--- config.mk ---
export PLATFORM = sky130hd
export DESIGN_NAME = tcpip_tx_sched
export DESIGN_NICKNAME = d
export VERILOG_FILES = /design/src/rtl/tcpip_tx_sched_pkg.sv /design/src/rtl/tcpip_tx_arb.sv /design/src/rtl/tcpip_tx_sched.sv
export SDC_FILE = /design/constraint.sdc
export NUM_CORES = 1
export LEC_CHECK = 0
export ABC_AREA = 1
export CORE_UTILIZATION = 45
export DETAILED_ROUTE_END_ITERATION = 8
export GPL_ROUTABILITY_DRIVEN = 1
export PLACE_DENSITY = 0.75
export SLEW_MARGIN = 20
export SYNTH_ARGS = -nofsm -noshare
export SYNTH_HDL_FRONTEND = slang
export SYNTH_SLANG_ARGS = --single-unit
--- constraint.sdc ---
create_clock -name rx_clk -period 3.6 [get_ports rx_clk]
set_clock_uncertainty 0.15 [all_clocks]
set_input_delay 0.36 -clock rx_clk [delete_from_list [all_inputs] [get_ports rx_clk]]
set_output_delay 0.36 -clock rx_clk [all_outputs]
set_load 0.01 [all_outputs]
--- src/rtl/tcpip_tx_sched_pkg.sv ---
// Shared constants and encodings for the TX scheduler: ethertypes, grant selects, FSM states.
package tcpip_tx_sched_pkg;

  localparam logic [15:0] ETH_TYPE_IPV4 = 16'h0800;
  localparam logic [15:0] ETH_TYPE_ARP  = 16'h0806;

  typedef enum logic [1:0] {
    TX_SEL_NONE = 2'b00,
    TX_SEL_ARP  = 2'b01,
    TX_SEL_IP   = 2'b10,
    TX_SEL_UDP  = 2'b11
  } tx_sel_e;

  typedef enum logic [1:0] {
    ST_IDLE  = 2'd0,
    ST_START = 2'd1,
    ST_BUSY  = 2'd2,
    ST_GAP   = 2'd3
  } state_e;

endpackage

--- src/rtl/tcpip_tx_arb.sv ---
// Combinational winner select: ARP has strict priority, IP and UDP alternate via last_ip.
module tcpip_tx_arb
  import tcpip_tx_sched_pkg::*;
(
  input  logic    arp_pend,
  input  logic    ip_pend,
  input  logic    udp_tx_req,
  input  logic    last_ip,
  output tx_sel_e sel,
  output logic    grant_valid
);

  always_comb begin
    sel = TX_SEL_NONE;
    if (arp_pend)
      sel = TX_SEL_ARP;
    else if (ip_pend && udp_tx_req)
      sel = last_ip ? TX_SEL_UDP : TX_SEL_IP;
    else if (ip_pend)
      sel = TX_SEL_IP;
    else if (udp_tx_req)
      sel = TX_SEL_UDP;
  end

  assign grant_valid = arp_pend | ip_pend | udp_tx_req;

endmodule

--- src/rtl/tcpip_tx_sched.sv ---
// Shares the MAC TX engine between ARP replies, IPv4 replies and user UDP sends,
// with an inter-frame gap after every frame and a watchdog on hung transfers.
module tcpip_tx_sched
  import tcpip_tx_sched_pkg::*;
#(
  parameter int IFG_CYCLES = 12,
  parameter int TX_TIMEOUT = 4095
) (
  input  logic        rx_clk,
  input  logic        rst_n,
  input  logic        ip_pkt_end,
  input  logic [15:0] ip_prot_type,
  input  logic        udp_tx_req,
  input  logic        tx_done,
  output logic        tx_start,
  output logic [1:0]  tx_sel,
  output logic        udp_tx_ack,
  output logic        tx_abort,
  output logic        busy,
  output logic [7:0]  drop_cnt
);

  localparam int TO_W  = $clog2(TX_TIMEOUT + 1);
  localparam int GAP_W = $clog2(IFG_CYCLES + 1);
  localparam logic [TO_W-1:0]  TO_LAST  = TO_W'(TX_TIMEOUT - 1);
  localparam logic [GAP_W-1:0] GAP_LAST = GAP_W'(IFG_CYCLES - 1);

  state_e           state;
  tx_sel_e          sel_q;
  tx_sel_e          win_sel;
  logic             grant_valid;
  logic             arp_pend, ip_pend, last_ip;
  logic [TO_W-1:0]  to_cnt;
  logic [GAP_W-1:0] gap_cnt;
  logic             grant, arp_set, ip_set, arp_clr, ip_clr, drop;

  function automatic logic [7:0] sat_inc(input logic [7:0] v);
    return (v == 8'hFF) ? v : v + 8'd1;
  endfunction

  tcpip_tx_arb u_arb (
    .arp_pend    (arp_pend),
    .ip_pend     (ip_pend),
    .udp_tx_req  (udp_tx_req),
    .last_ip     (last_ip),
    .sel         (win_sel),
    .grant_valid (grant_valid)
  );

  assign grant   = (state == ST_IDLE) && grant_valid;
  assign arp_set = ip_pkt_end && (ip_prot_type == ETH_TYPE_ARP);
  assign ip_set  = ip_pkt_end && (ip_prot_type == ETH_TYPE_IPV4);
  assign arp_clr = grant && (win_sel == TX_SEL_ARP);
  assign ip_clr  = grant && (win_sel == TX_SEL_IP);
  // A new request arriving on the grant cycle is kept, not counted as lost.
  assign drop    = (arp_set && arp_pend && !arp_clr) || (ip_set && ip_pend && !ip_clr);
  assign tx_sel  = sel_q;

  always_ff @(posedge rx_clk or negedge rst_n) begin
    if (!rst_n) begin
      arp_pend <= 1'b0;
      ip_pend  <= 1'b0;
      drop_cnt <= 8'd0;
    end else begin
      arp_pend <= arp_set | (arp_pend & ~arp_clr);
      ip_pend  <= ip_set  | (ip_pend  & ~ip_clr);
      if (drop)
        drop_cnt <= sat_inc(drop_cnt);
    end
  end

  always_ff @(posedge rx_clk or negedge rst_n) begin
    if (!rst_n) begin
      state      <= ST_IDLE;
      sel_q      <= TX_SEL_NONE;
      tx_start   <= 1'b0;
      udp_tx_ack <= 1'b0;
      tx_abort   <= 1'b0;
      busy       <= 1'b0;
      last_ip    <= 1'b0;
      to_cnt     <= '0;
      gap_cnt    <= '0;
    end else begin
      tx_start   <= 1'b0;
      udp_tx_ack <= 1'b0;
      tx_abort   <= 1'b0;
      case (state)
        ST_IDLE: if (grant_valid) begin
          state      <= ST_START;
          sel_q      <= win_sel;
          tx_start   <= 1'b1;
          udp_tx_ack <= (win_sel == TX_SEL_UDP);
          busy       <= 1'b1;
          if (win_sel == TX_SEL_IP)
            last_ip <= 1'b1;
          else if (win_sel == TX_SEL_UDP)
            last_ip <= 1'b0;
        end
        ST_START: begin
          state  <= ST_BUSY;
          to_cnt <= '0;
        end
        // Completion takes precedence over a coincident timeout.
        ST_BUSY: if (tx_done) begin
          state   <= ST_GAP;
          sel_q   <= TX_SEL_NONE;
          gap_cnt <= '0;
        end else if (to_cnt == TO_LAST) begin
          state    <= ST_GAP;
          sel_q    <= TX_SEL_NONE;
          tx_abort <= 1'b1;
          gap_cnt  <= '0;
        end else begin
          to_cnt <= to_cnt + 1'b1;
        end
        ST_GAP: if (gap_cnt == GAP_LAST) begin
          state <= ST_IDLE;
          busy  <= 1'b0;
        end else begin
          gap_cnt <= gap_cnt + 1'b1;
        end
        default: state <= ST_IDLE;
      endcase
    end
  end

endmodule

==> results.md, run 1 <==
Pwr:
- The worst supply voltage drop on vdd is 0.204 mV.
- The internal portion of the total power is 0.780 mW.
- The power per unit of standard cell area is 489 mW/mm².
- Summed over all cells, the static leakage comes to 1.17 nW.
- The sequential share of power is 40.9%.
- The analysis attributes to net switching a power of 0.466 mW.
- Of the total power, combinational logic draws 36.2%.
- The fraction of power spent switching nets is 37.4%.
- The fraction of power consumed by the clock network is 22.9%.

GRT:
- The number of antenna violations at the first check in global routing was 0.
- Entering global routing, the biggest net connects 36 pins.
- The leftover overflow at the end of global routing is 0.
- The via count of the first global-routing pass was 1,721.
- The all-layer global routing usage is 18.0%.
- The wire length of the first global-routing pass is 7210 µm.

Routing:
- For this block, the routed nets add up to 4090 µm of wire.
- The detail-routed via count per cell is 5.09.
- The number of iterations in the first detailed-routing pass is 4.
- The violation count after the first detailed-routing iteration is 115.
- In the routed design, unresolved DRC markers number 0.
- The post-detailed-route count of antenna-violating nets is 0.
- After detailed routing, the met2 layer carries 1840 µm of wire.
- The detailed router used layers up to and including met4.
- Detailed routing inserted a total of 1,879 vias.
- In the final routing, the length of wire on met1 measures 2050 µm.
- Summed over all nets, wire length on met3 after detailed routing comes to 161 µm.
- The average routed wire per standard cell is 11.1 µm.

STA:
- The worst-margin pin slew is 0.464 ns.
- The final critical-path required period is 2.12 ns.
- The final period utilization is 58.9%.
- The highest clock rate is 472 MHz.
- The relative slew slack is 68.9%.
- Setup repair after global routing left no endpoint under its margin.
- The number of max-slew violations in the final report is 0.
- The number of hold violations in the final report is 0.
- Setup total negative slack on the finished layout was measured at 0 ns.
- The final setup violation count is 0.

Floorplan:
- The core region is 0.00438 mm².
- In this run the horizontal extent of the chip is 70.0 µm.
- The full die area is 0.00490 mm².
- The number of top-level pins is 35.
- The initial utilization of the core area, before any placement, comes to 47.4%.
- The floorplan has 24 rows.
- The floorplan step set the die height to 70.0 µm.

Worst setup path:
- Counting stages on the worst path, the most repeated cell is sky130_fd_sc_hd__inv_1.
- The worst setup path is launched from a flip-flop.
- The capturing element of the worst setup path is to_cnt[1]$_DFFE_PN0P_.
- The critical path starts at state[0]$_DFFE_PN0P_.
- The cell type of the slowest stage on the worst timing path is sky130_fd_sc_hd__dfrtp_1.
- The worst register-to-register path begins at state[0]$_DFFE_PN0P_.
- The largest stage delay on the critical path is 0.42 ns.
- The worst register-to-register path has a setup slack of 1.48 ns.
- The worst register-to-register path has a depth of 9.
- In this run the worst path has a maximum fanout of 16.
- The data arrival at the endpoint of the critical path is 2.14 ns.
- The capturing element type of the critical path is a flip-flop.
- The setup path with the least slack is of type flip-flop to flip-flop.
- At the worst endpoint, the required time is 3.61 ns.
- Walking the worst path, the cells encountered are inv_1 > ha_1 > inv_1 > nor2_1 > nand2_2 > nand2_4 > inv_1 > nand2_1 > o21ai_0.
- The endpoint identified for the worst register-to-register timing path is to_cnt[1]$_DFFE_PN0P_.

CTS:
- The clock transition at the registers of the reported paths is 0.07 ns.
- The number of gates resized after CTS was 0.
- Buffers inserted to repair hold after CTS numbered 0.
- The total clock sinks is 35.
- The CTS buffer count is 5.
- The maximum number of buffers from clock root to sink is 2.
- In this run the post-CTS setup repair buffer count came out at 0.
- The TritonCTS clock tree is done.
- CTS built an H-tree with a depth of 2.
- The cell at the root of the clock tree is sky130_fd_sc_hd__clkbuf_8.
- Clock latency on the worst-skew pair, taken at its later pin, is 0.28 ns.

Layout:
- Compared with the post-synthesis result, the final layout area differs by 22.6%.
- The final antenna diode count is 0.
- At the end of the flow, the number of nets in the layout was 346.
- The layout has 411 filler cells.
- After routing the design area is 0.00255 mm².
- The area of combinational cells with multiple inputs is 0.00104 mm².
- The share of cells above drive strength 1 is 5.36%.
- The area occupied by registers is 876 µm².

Synth:
- The number of nets produced by synthesis is 308.
- Synthesis handed over a netlist of 279 instances.
- Summing the sequential cell areas from Yosys gives 42.1% of the chip area.
- The number of synthesis warnings is 0.
- The cell type with the highest aggregate area in the netlist is sky130_fd_sc_hd__dfrtp_1.
- In the post-synthesis netlist, the biggest area contributors are sky130_fd_sc_hd__dfrtp_1, sky130_fd_sc_hd__nand2_1, sky130_fd_sc_hd__nor2_1, sky130_fd_sc_hd__nand3_1, sky130_fd_sc_hd__inv_1.
- The per-instance average area after synthesis is 7.45 µm².
- Summed over its instances, the top area cell type makes up 42.1% of the synthesized netlist area.
- Yosys mapped the design onto 29 distinct sky130hd cell types.
- The register bit count reported by yosys is 35.
- After synthesis the cells add up to 0.00208 mm².

Placement:
- Buffers placed on the I/O ports in this run total 34.
- The detailed placement HPWL is 3030 µm.
- The routability congestion estimate is 0.796.
- The standard cell area after detailed placement is 0.00246 mm².

Hold path:
- The type of the most critical hold path is primary input to async pin.

Flow run:
- The number of maximum-capacitance violations is 0.

Outcome:
- The flow ran to the end, and the final reports show no timing, DRC or antenna violations.
-- cell type report --
cell class,count,area share (%)
clock inverters,1,0.196
inverters,35,5.15
multi-input cells,205,40.8
well taps,52,2.55
repair buffers,35,13.6
flip-flops and latches,35,34.4
clock buffers,6,3.24
-- worst min path at each step --
stage | to | slack [ns] | depth (start not counted)
2_1_floorplan | arp_pend$_DFF_PN0_ | -0.09 | 0
6_report | gap_cnt[2]$_DFFE_PN0P_ | 0.35 | 2
4_1_cts | gap_cnt[2]$_DFFE_PN0P_ | 0.36 | 2
3_3_place_gp | drop_cnt[5]$_DFFE_PN0P_ | 0.33 | 2
3_5_place_dp | tx_sel[0]$_DFFE_PN0P_ | 0.35 | 2
5_1_grt | to_cnt[10]$_DFFE_PN0P_ | 0.37 | 2
-- metal layers --
metal | vias up | track usage (%)
li1 | 988 | -
met1 | 845 | 24.0
met2 | 42 | 29.6
met3 | 4 | 3.61
met4 | 0 | 5.33
met5 | - | 0
-- sequential cells by signal, summed over array words and instances (netlist names) --
register    count
arp_pend        1
busy            1
drop_cnt        8
gap_cnt         4
ip_pend         1
last_ip         1
state           2
to_cnt         12
tx_abort        1
tx_sel          2
tx_start        1
udp_tx_ack      1
-- placed cells by master, fill, tap and decap left out, drive strengths merged, types with 6 or more instances in the layout --
cell type / netlist / layout
nand3: 28 / 28
ha: 8 / 8
inv: 35 / 35
clkdlybuf4s50: 0 / 34
nand2: 70 / 70
dfrtp: 35 / 35
nor2: 39 / 39
clkbuf: 1 / 6
nor3: 7 / 7
nand4: 13 / 13
o21ai: 17 / 17
-- per-stage QoR --
step	power [mW]	hold slack [ns]	utilization, %	setup slack (ns)	cells
after floorplan	0.828	-0.0856	-	1.92	279
after global placement	0.958	0.335	56.1	1.51	362
after detailed placement	0.970	0.348	56.1	1.44	362
after CTS	1.26	0.360	58.1	1.48	369
after global routing	1.34	0.371	58.1	1.26	369
final	1.25	0.345	58.1	1.48	369
-- cells in the mapped netlist --
cell                       count
sky130_fd_sc_hd__nand2_2       2
sky130_fd_sc_hd__nor3_2        1
sky130_fd_sc_hd__o21ai_2       1
sky130_fd_sc_hd__o22ai_1       1
sky130_fd_sc_hd__ha_1          8
sky130_fd_sc_hd__buf_2         1
sky130_fd_sc_hd__nor3_1        6
sky130_fd_sc_hd__xnor2_1       1
sky130_fd_sc_hd__nor2_4        1
sky130_fd_sc_hd__o21bai_1      2
sky130_fd_sc_hd__o21ai_1       5
sky130_fd_sc_hd__buf_6         2
sky130_fd_sc_hd__xor2_1        2
sky130_fd_sc_hd__inv_1        35
sky130_fd_sc_hd__a21boi_0      2
sky130_fd_sc_hd__nand2_4       1
sky130_fd_sc_hd__o31ai_1       5
sky130_fd_sc_hd__or2_2         2
sky130_fd_sc_hd__nand3_1      28
sky130_fd_sc_hd__nand2_1      67
sky130_fd_sc_hd__o211ai_1      1
sky130_fd_sc_hd__clkbuf_1      1
sky130_fd_sc_hd__dfrtp_1      35
sky130_fd_sc_hd__nand4_1      13
sky130_fd_sc_hd__a21oi_1       5
sky130_fd_sc_hd__a31o_2        1
sky130_fd_sc_hd__o21ai_0      11
sky130_fd_sc_hd__nor2_1       38
sky130_fd_sc_hd__nand3b_1      1
-- critical path, delay by kind of cell (launching register included) --
family,cells,cell delay (ns)
buffers and inverters,3,0.43
AND/OR/NAND/NOR,4,0.53
AO/OA/AOI/OAI,1,0.08
flip-flops,1,0.42
adder cells (fa/ha/maj),1,0.40
-- power by group through the flow --
stage / combinational (mW) / sequential, mW / clock, mW
after global routing: 0.513 / 0.518 / 0.307
final: 0.451 / 0.510 / 0.285
after floorplan: 0.313 / 0.515 / 0
after CTS: 0.454 / 0.510 / 0.293
after detailed placement: 0.451 / 0.518 / 0
after global placement: 0.442 / 0.516 / 0
-- cell families (layout without fill, tap and decap cells) --
| kind of cell | Yosys count | after routing | share of synthesized area, % |
|---|---|---|---|
| AOI/OAI and AO/OA | 34 | 34 | 9.81 |
| xor gates and xnor gates | 3 | 3 | 1.26 |
| adders and majority gates | 8 | 8 | 4.81 |
| buffers and inverters | 39 | 77 | 7.82 |
| DFF | 35 | 35 | 42.1 |
| and+or+nand+nor | 160 | 160 | 34.2 |
(Power assumes the default switching activity.)
==> run 2: changes to the inputs <==
Settings changed: PLACE_DENSITY 0.75 to 0.78.
Clock period 3.6 ns to 1.8 ns, I/O delays scaled along.
==> run 2 against run 1 <==
Count of clock-buffer cells in the layout stayed put. Final cell count is 4.9% higher. Total power is 130% higher. Register-to-register slack worse by 1.4 ns. Sequential power is 95% higher. Clock power grew to 2.6 times the previous value. Critical endpoint is now to_cnt[4]$_DFFE_PN0P_.
==> results.md, run 2 (same netlist as run 1, synthesis figures left out) <==
Worst setup path:
- The data arrival at the endpoint of the critical path came to 1.72 ns (-0.42 ns).
- The largest fanout on the critical path is 9 (-7).
- The element type at the critical path start is a flip-flop.
- The required time reported for the critical path endpoint is 1.83 ns (-1.78 ns).
- The capturing element type of the critical path is a flip-flop.
- The type of the worst setup path is flip-flop to flip-flop.

Pwr:
- The sequential share of power is 34.7% (-6.2 points).
- The net switching power was 1.02 mW (+120%).
- The internal power was 1.86 mW (+140%).
- The portion of total power attributed to combinational logic is 39.7% (+3.5 points).
- The power per unit of standard cell area is 1040 mW/mm² (+110%).
- The worst supply voltage drop on vdd is 0.634 mV (+210%).
- The post-layout total power is 2.87 mW (+130%).
- The fraction of power consumed by the clock network is 25.6% (+2.7 points).
- The cell leakage power came to 1.26 nW (+8.0%).
- The fraction of power spent switching nets came to 35.4% (-2.0 points).

STA:
- The final setup violation count is 0 (unchanged).
- The highest clock rate came to 593 MHz (+26%).
- The final critical-path required period is 1.69 ns (-0.434 ns).
- The number of hold violations in the final report is 0 (unchanged).
- The number of max-slew violations in the final report is 0 (unchanged).
- The final period utilization was 93.7% (+35 points).
- The relative slew slack came to 71.3% (+2.3 points).
- The final total negative setup slack was 0 ns (unchanged).
- The worst-margin pin slew is 0.427 ns (-0.0371 ns).

Placement:
- The number of instances in the placed design is 377 (+4.1%).
- The detailed placement HPWL is 3300 µm (+9.1%).
- The number of port buffers is 34 (unchanged).
- The routability congestion estimate is 0.902 (+13%).

CTS:
- The total clock sinks is 35 (unchanged).
- The cell at the root of the clock tree is sky130_fd_sc_hd__clkbuf_8.
- TritonCTS built the clock tree.
- The CTS buffer count came to 5 (unchanged).
- The clock transition at the registers of the reported paths is 0.07 ns (about the same).
- The latest clock arrival within the worst-skew pair is 0.29 ns (about the same).
- The maximum number of buffers from clock root to sink is 2 (unchanged).
- The deepest level of the CTS H-tree was 2 (unchanged).

Floorplan:
- The number of top-level pins came to 35 (unchanged).
- The effective utilization at floorplan came to 47.4% (unchanged).
- The width of the die is 70.0 µm (unchanged).
- The vertical die dimension is 70.0 µm (unchanged).
- The core outline area is 0.00438 mm² (unchanged).
- The row count is 24 (unchanged).
- The full die area was 0.00490 mm² (unchanged).

GRT:
- The wire length of the first global-routing pass was 7680 µm (+6.5%).
- The largest net degree at the start of global routing came to 36 (unchanged).
- The via count of the first global-routing pass is 1,911 (+11%).
- The leftover overflow at the end of global routing was 0 (unchanged).
- The all-layer global routing usage was 19.2% (+1.2 points).
- The number of antenna violations at the first check in global routing is 0 (unchanged).

Routing:
- The number of remaining DRC errors is 0 (unchanged).
- The number of iterations in the first detailed-routing pass was 4 (unchanged).
- The aggregate routed wire length was 4400 µm (+7.7%).
- The violation count after the first detailed-routing iteration is 101 (-12%).
- The average routed wire per standard cell came to 11.4 µm (+2.7%).
- The post-detailed-route count of antenna-violating nets is 0 (unchanged).
- The via count is 1,978 (+5.3%).
- The detail-routed via count per cell came to 5.11 (+0.37%).

Layout:
- The relative area change from synthesis to final layout is 32.4%.
- The share of cells above drive strength 1 is 13.4% (+8.1 points).
- The top cell types in the final layout, fill and taps aside, are sky130_fd_sc_hd__nand2_1, sky130_fd_sc_hd__nor2_1, sky130_fd_sc_hd__dfrtp_1.
- The area occupied by registers is 876 µm² (unchanged).
- The area of combinational cells with multiple inputs is 0.00108 mm² (+3.7%).
- The post-route non-filler standard cell count is 387 (+4.9%).
- The register with the most flip-flops is to_cnt.
- The number of flip-flops under the largest register name is 12 (unchanged).
- The count of filler cells inserted in the layout is 395 (-3.9%).
- The number of nets in the finished design came to 363 (+4.9%).
- The largest registers in the layout are to_cnt (12), drop_cnt (8), gap_cnt (4).
- Leaving out fill and tap cells, the most frequent cell in the layout is sky130_fd_sc_hd__nand2_1.
- The final antenna diode count is 0 (unchanged).

Hold path:
- The type of the most critical hold path is primary input to async pin.

Flow run:
- The number of maximum-capacitance violations came to 0 (unchanged).

Outcome:
- The flow ran to the end, and the final reports show no timing, DRC or antenna violations.
## run 2: changes by cell type in the layout (fill, tap and decap cells not counted), moves of 2 or more
cell and change:
sky130_fd_sc_hd__buf_4 +16, sky130_fd_sc_hd__ha_1 -2, sky130_fd_sc_hd__ha_2 +2, sky130_fd_sc_hd__nand2_4 +2, sky130_fd_sc_hd__nor2_1 -3, sky130_fd_sc_hd__nor2_2 +3
sky130_fd_sc_hd__o21ai_0 -2, sky130_fd_sc_hd__o21ai_1 +2
## run 2: per-stage QoR
step                      hold WS (ns)  area [µm²]  setup WS [ns]  util (%)
final                            0.146        2750          0.113      62.8
after global routing             0.190        2750        -0.0241      62.8
after CTS                        0.168        2690         0.0337      61.4
after detailed placement         0.350        2570         -0.117      58.7
after global placement           0.337        2570        -0.0533      58.7
after floorplan                 -0.266        2080          0.119         -
## run 2: critical path, stage by stage (launching register included)
cell,delay (ns)
sky130_fd_sc_hd__dfrtp_1,0.38
sky130_fd_sc_hd__inv_1,0.09
sky130_fd_sc_hd__ha_1,0.17
sky130_fd_sc_hd__inv_1,0.09
sky130_fd_sc_hd__nor2_2,0.14
sky130_fd_sc_hd__nand2_4,0.09
sky130_fd_sc_hd__nand2_4,0.11
sky130_fd_sc_hd__buf_4,0.18
sky130_fd_sc_hd__nand3_1,0.08
sky130_fd_sc_hd__nand2_1,0.07
sky130_fd_sc_hd__nor2_1,0.04
## run 2: layout make-up
type / count / area share, %
clock inverter: 2 / 1.27
clock buffer: 6 / 3.00
tap: 52 / 2.36
inverter: 35 / 4.91
multi-input combinational: 205 / 39.2
timing repair buffer: 52 / 17.4
sequential: 35 / 31.8
## run 2: repair_timing
action | 4_1_cts | 5_1_grt
setup buffers | 0 | 2
hold buffers | 0 | 0
resized for setup | 0 | 15
endpoints found under the setup margin | 0 | 23
## run 2: power by group through the flow
stage | Clock [mW] | Combinational [mW] | Sequential (mW)
6_report | 0.735 | 1.14 | 0.997
5_1_grt | 0.772 | 1.27 | 1.01
4_1_cts | 0.751 | 1.10 | 0.998
3_5_place_dp | 0 | 1.09 | 1.01
3_3_place_gp | 0 | 1.06 | 1.01
2_1_floorplan | 0 | 0.626 | 1.03
## run 2: worst paths after layout
path | start | endpoint | slack [ns] | depth (start not counted)
max in group asynchronous | rst_n | to_cnt[1]$_DFFE_PN0P_ | 1.03 | 2
worst min-delay path | rst_n | to_cnt[8]$_DFFE_PN0P_ | 0.15 | 2
min in group rx_clk | tx_done | tx_abort$_DFF_PN0_ | 0.33 | 2
worst min register to register | drop_cnt[5]$_DFFE_PN0P_ | drop_cnt[5]$_DFFE_PN0P_ | 0.37 | 2
worst max register to register | state[0]$_DFFE_PN0P_ | to_cnt[4]$_DFFE_PN0P_ | 0.11 | 10
worst max-delay path | state[0]$_DFFE_PN0P_ | to_cnt[4]$_DFFE_PN0P_ | 0.11 | 10
## run 2: routing by layer
layer | track usage, % | routed length [µm] | vias up
met5 | 0 | 0 | -
met3 | 4.33 | 137 | 6
met2 | 33.5 | 2150 | 33
met4 | 7.11 | 66 | 0
li1 | - | - | 1024
met1 | 22.8 | 2040 | 915
==> run 3: changes to the inputs <==
Settings changed: SLEW_MARGIN 20 to 10.
==> results of run 3 <==
The final DEF is identical to that of run 2; final timing and power are the same.
==> variant 1: new RTL, flow settings as in run 3 <==
The parameter `TX_TIMEOUT` goes from 4095 to 8190.
--- a/src/rtl/tcpip_tx_sched.sv
+++ b/src/rtl/tcpip_tx_sched.sv
@@ -6,3 +6,3 @@
   parameter int IFG_CYCLES = 12,
-  parameter int TX_TIMEOUT = 4095
+  parameter int TX_TIMEOUT = 8190
 ) (
Check against the original RTL: same outputs for any inputs over 10 cycles, from zero or initial values and one cycle with rst_n low; that may be too few to reach the edited logic, so the function may still have changed.
==> variant 1 against run 3 <==
  * Die area rose by 2.6%
  * Sequential cell count up 1
  * Power is 1.7% lower
  * Area after synthesis is 2.7% higher
  * Worst setup slack worse by 44 ps
  * Final area up 2.0%
  * First-iteration DRC count shrank 9.9%
  * Routed wire length increased by 3.1%
  * Critical path type unchanged
  * Critical endpoint is now tx_sel[1]
  * Largest cell class unchanged
  * Largest power group unchanged
==> variant 1: results (changes against run 3) <==
Status
  – Status: finished, final reports clean

Clock tree
  – H-tree depth: 2 (unchanged)
  – CTS buffer count: 5 (unchanged)
  – Max clock buf depth: 2 (unchanged)
  – Clock-pin slew on the worst setup and hold paths: 70 ps (about the same)
  – Clk_lat worst skew: 290 ps (about the same)
  – Root buf cell: clkbuf_8

Layout
  – Layout cells sized above 1: 0.141 (+0.00688)
  – # diodes: 0 (unchanged)
  – FILL cells: 406 (+2.8%)
  – # nets final: 375 (+3.3%)
  – Largest registers: to_cnt: 13 flops, drop_cnt: 8 flops, gap_cnt: 4 flops

Synth
  – Number of unique standard cell types used by synthesis: 27 (-6.9%)
  – Ys flop type: dfrtp_1
  – Sequential area share after synthesis: 0.422 (+0.000613)
  – Synth async-reset ratio: 1.00 (unchanged)
  – Largest cells by area after synthesis: dfrtp_1, nand2_1, nor2_1, inv_1, nand3_1
  – Most frequent cells after synthesis: nand2_1, nor2_1, inv_1
  – Mapped Nets: 315 (+2.3%)

Global route
  – Pin count of the biggest net entering global routing: 37 (+2.8%)
  – GRT Overall Usage: 0.198 (+0.00599)
  – Vias in the first global route: 1878 (-1.7%)
  – Initial antenna violation count: 0 (unchanged)
  – First-pass GRT wire length: 7950 µm (+3.5%)

Place
  – Final GP Congestion: 0.810 (-10%)
  – Cell area after placement: 2650 µm² (+3.0%)
  – Dpl hpwl: 3430 µm (+3.7%)

Detailed routing
  – Vias: 1990 (+0.61%)
  – Initial DRC Count: 91 (-9.9%)
  – WL per Instance: 11.4 µm (about the same)
  – Post-DRT Antenna Nets: 0 (unchanged)
  – First-pass DRT Iterations: 6 (+2)

Setup path
  – CP max stage cell: dfrtp_1
  – FF-to-FF setup slack: 70 ps (-40 ps)
  – R2r endpoint: tx_sel[1]
  – Max incr delay on CP: 390 ps
  – Reg2Reg Depth: 11 (+1)
  – FF-to-FF Start: to_cnt[1]
  – Crit Path Max Fanout: 6 (-3)
  – Critical Path AT: 1810 ps (+90 ps)

Timing
  – Min Hold Slack: 146 ps (-0.318 ps)
  – Slew HR: 0.702 (-0.0111)

Power and ir drop
  – Worst vdd ir: 0.474 mV (-25%)
  – Leak: 1.34 nW (+6.4%)
==> variant 1: logic make-up after synthesis <==
group                      share of synthesized area
adders and majority gates                     0.0469
DFF                                            0.422
xor gates and xnor gates                      0.0410
buffers and inverters                         0.0803
and+or+nand+nor                                0.335
AOI/OAI and AO/OA                             0.0756
==> variant 1: critical path, delay by kind of cell (launching register included) <==
kind,cells,cell delay [ps]
flip-flops,1,390
adder cells (fa/ha/maj),1,150
AND/OR/NAND/NOR,8,740
buffers and inverters,2,230
==> variant 1: per-layer routing <==
layer | global-route usage | wire length (µm) | vias up
met5 | 0 | 0 | -
met2 | 0.342 | 2230 | 45
met3 | 0.0442 | 182 | 5
li1 | - | - | 1024
met4 | 0.0600 | 48 | 0
met1 | 0.247 | 2070 | 916
==> variant 1: timing repair <==
action / CTS / global route
endpoints found under the setup margin: 1 / 23
pin swaps: 1 / 2
gates resized for setup: 0 / 17
gates cloned: 0 / 1
setup buffers: 2 / 0
==> variant 1: area by class of cell <==
type                       count  area (µm²)  share of cell area
clock buffer                   8        90.1              0.0321
inverter                      39         146              0.0521
multi-input combinational    210        1120               0.397
sequential                    36         901               0.321
tap                           52        65.1              0.0232
timing repair buffer          54         490               0.175
==> variant 1: report_power, final <==
| part | switching, W | total, W | leakage [nW] | internal (W) |
|---|---|---|---|---|
| sequential | 0.000101 | 0.00105 | 0.486 | 0.000952 |
| clock | 0.000275 | 0.000587 | 0.0455 | 0.000312 |
| combinational | 0.000661 | 0.00118 | 0.809 | 0.000522 |
| total | 0.00104 | 0.00282 | 1.34 | 0.00179 |
==> variant 1: worst max-delay path by stage <==
| stage | startpoint | end | slack [ps] |
|---|---|---|---|
| CTS | drop_cnt[1] | drop_cnt[3] | 9 |
| global placement | ip_pkt_end | drop_cnt[1] | -20 |
| finish | to_cnt[1] | tx_sel[1] | 70 |
| floorplan | drop_cnt[0] | drop_cnt[2] | 150 |
| detailed placement | udp_tx_req | drop_cnt[3] | -50 |
| global route | to_cnt[1] | tx_sel[0] | -60 |
==> variant 1: per-stage QoR <==
stage / setup slack (ps) / util / setup TNS, ps / std cells
after floorplan: 148 / - / 0 / 286
after detailed placement: -52.1 / 0.597 / -335 / 388
after CTS: 8.73 / 0.620 / 0 / 398
after global placement: -16.3 / 0.597 / -37.4 / 388
after global routing: -59.8 / 0.632 / -428 / 399
final: 69.3 / 0.632 / 0 / 399
==> variant 2: new RTL, settings of run 3 <==
Without the edit above. Reset style: synchronous (`rst_n`), changed in 2 clocked blocks.
--- a/src/rtl/tcpip_tx_sched.sv
+++ b/src/rtl/tcpip_tx_sched.sv
@@ -58,3 +58,3 @@
 
-  always_ff @(posedge rx_clk or negedge rst_n) begin
+  always_ff @(posedge rx_clk) begin
     if (!rst_n) begin
@@ -71,3 +71,3 @@
 
-  always_ff @(posedge rx_clk or negedge rst_n) begin
+  always_ff @(posedge rx_clk) begin
     if (!rst_n) begin
Formal check against the unedited RTL: differs if rst_n is asserted again (counterexample within 4 cycles, from zero or initial values and one cycle with rst_n low); with rst_n held inactive, the same outputs for 10 cycles.
==> variant 2 against run 3 <==
  * Final area shrank 1.5%
  * Sequential cell count is the same
  * Sequential power shrank 11%
  * Worst setup slack lost 67 ps
  * Routed wire length grew 2.9%
  * Non-clock buffer count grew 6
  * Hold slack gained 170 ps
  * Area after synthesis shrank 3.1%
  * Critical path depth shrank 3
  * Power shrank 15%
==> variant 2: results (changes against run 3) <==
Worst hold path
  – Min-delay src: last_ip
  – Hold Path Class: flip-flop to flip-flop
  – Hold Crit Endpoint: last_ip
  – Min-Delay Path Depth: 2

Clock tree
  – CTS buffer count: 5 (unchanged)
  – Root buf cell: clkbuf_8
  – Max clock buf depth: 2 (unchanged)
  – H-tree depth: 2 (unchanged)
  – Clk_lat worst skew: 280 ps
  – Clock-pin slew on the worst setup and hold paths: 70 ps (about the same)

Layout
  – Largest registers: to_cnt: 12 flops, drop_cnt: 8 flops, gap_cnt: 4 flops
  – Layout cells sized above 1: 0.152 (+0.0174)
  – Final Instance Count excl. Fillers: 419 (+8.3%)
  – # nets final: 399 (+9.9%)
  – # diodes: 0 (unchanged)

Setup path
  – Critical Path AT: 1770 ps (+50 ps)
  – Critical Path Start: to_cnt[4]
  – R2r endpoint: state[0]
  – Crit Path Max Fanout: 9 (unchanged)
  – Reg2Reg Depth: 7 (-3)
  – FF-to-FF setup slack: 50 ps (-70 ps)

Status
  – Status: finished, final reports clean

Synth
  – Largest cells by area after synthesis: dfxtp_1, nand2_1, nor2_1, inv_1, ha_1
  – Mux cell area share after synthesis: 0 (unchanged)
  – Adder-Cell Fraction of Synth Area: 0.0559 (+0.00773)
  – Leading area contributor after synthesis: dfxtp_1
  – Most frequent cells after synthesis: nand2_1, nor2_1, inv_1
  – Synth async-reset ratio: 0 (-1.00)
  – Number of unique standard cell types used by synthesis: 31 (+6.9%)
  – Warnings from Yosys: 0 (unchanged)
  – Mapped Nets: 338 (+9.7%)
  – Synth Area in XOR/XNOR: 0.0174 (+0.00475)
  – Compound-cell area share of the yosys netlist: 0.0944 (-0.00372)
  – Synth Area per Inst: 6.54 µm² (-12%)
  – Sequential area share after synthesis: 0.348 (-0.0736)

Global route
  – First-pass GRT wire length: 7630 µm (-0.63%)
  – GRT Overall Usage: 0.215 (+0.0239)
  – Total global routing overflow: 0 (unchanged)
  – Pin count of the biggest net entering global routing: 15 (-58%)
  – Initial antenna violation count: 0 (unchanged)
  – Vias in the first global route: 1857 (-2.8%)

Timing
  – Worst-margin pin slew: 436 ps (+8.43 ps)
  – Min Hold Slack: 312 ps (+166 ps)

Place
  – Dpl hpwl: 3330 µm (+0.94%)
  – IO buf count: 34 (unchanged)
  – Placed Instances: 411 (+9.0%)
  – Final GP Congestion: 0.847 (-6.2%)

Die
  – Die area: 4750 µm² (-3.0%)

Detailed routing
  – DR vias/cell: 4.99 (-2.4%)
  – WL per Instance: 10.8 µm (-5.0%)
  – Initial DRC Count: 140 (+39%)
  – First-pass DRT Iterations: 4 (unchanged)

Power and ir drop
  – Leak: 1.15 nW (-8.6%)
  – Worst vdd ir: 0.399 mV (-37%)
[variant 2: cell types whose count changed after synthesis, sizes merged, moves of 2 or more]
| cell | before | now |
|---|---|---|
| dfrtp | 35 | 0 |
| nand4 | 13 | 11 |
| nand2 | 70 | 78 |
| o31ai | 5 | 1 |
| dfxtp | 0 | 35 |
| inv | 35 | 45 |
| nor2 | 39 | 54 |
| o21bai | 2 | 0 |
| o21ai | 17 | 7 |
| a21oi | 5 | 20 |
| nor4 | 0 | 3 |
| nand3 | 28 | 21 |
[variant 2: worst max-delay path by stage]
stage               slack (ps)  cells past startpoint          end
floorplan                   90                     12  drop_cnt[1]
global placement           0.9                     12  drop_cnt[7]
detailed placement         -70                     12  drop_cnt[7]
CTS                         30                      9    to_cnt[4]
global route               -30                     11  drop_cnt[7]
finish                      50                      7     state[0]
[variant 2: layout make-up]
type                       instances  area [µm²]
clock buffer                       6        82.6
clock inverter                     1        5.00
fill                             370        1430
inverter                          45         169
multi-input combinational        224        1160
sequential                        35         702
tap                               50        62.6
timing repair buffer              58         533
[variant 2: routing by layer]
metal / global-route usage / share of wire
met1: 0.256 / 0.45
met2: 0.375 / 0.51
met3: 0.0609 / 0.037
met4: 0.0587 / 0.0027
met5: 0 / 0
[variant 2: logic make-up (layout without fill, tap and decap cells)]
logic type	Yosys count	count (layout)
flops	35	35
xor+xnor	4	4
buf+inv	49	110
simple gates	177	177
compound gates	34	34
fa+ha+maj	9	9
[variant 2: power breakdown]
group	leakage [nW]	switching (W)	internal, W
sequential	0.284	0.0000410	0.000851
clock	0.0470	0.000272	0.000300
combinational	0.820	0.000546	0.000442
total	1.15	0.000859	0.00159
[variant 2: repair_timing]
action	4_1_cts	5_1_grt
endpoints found under the setup margin	0	17
buffers inserted	0	1
hold buffers	0	0
resized for setup	0	13
[variant 2: stage by stage]
| step | utilization | instance area, µm² | setup slack [ps] |
|---|---|---|---|
| 2_1_floorplan | - | 2020 | 94.0 |
| 3_3_place_gp | 0.622 | 2580 | 0.921 |
| 3_5_place_dp | 0.622 | 2580 | -65.0 |
| 4_1_cts | 0.643 | 2670 | 26.0 |
| 5_1_grt | 0.654 | 2710 | -26.4 |
| 6_report | 0.654 | 2710 | 45.5 |
[variant 2: worst max-delay path: stages, from the launching register on]
cell      delay (ps)
dfxtp_1          390
nand2_1          130
nor2_2           190
nand3b_2         150
nand2_4          170
nand3_1          180
o21ai_0          230
a21oi_1           60
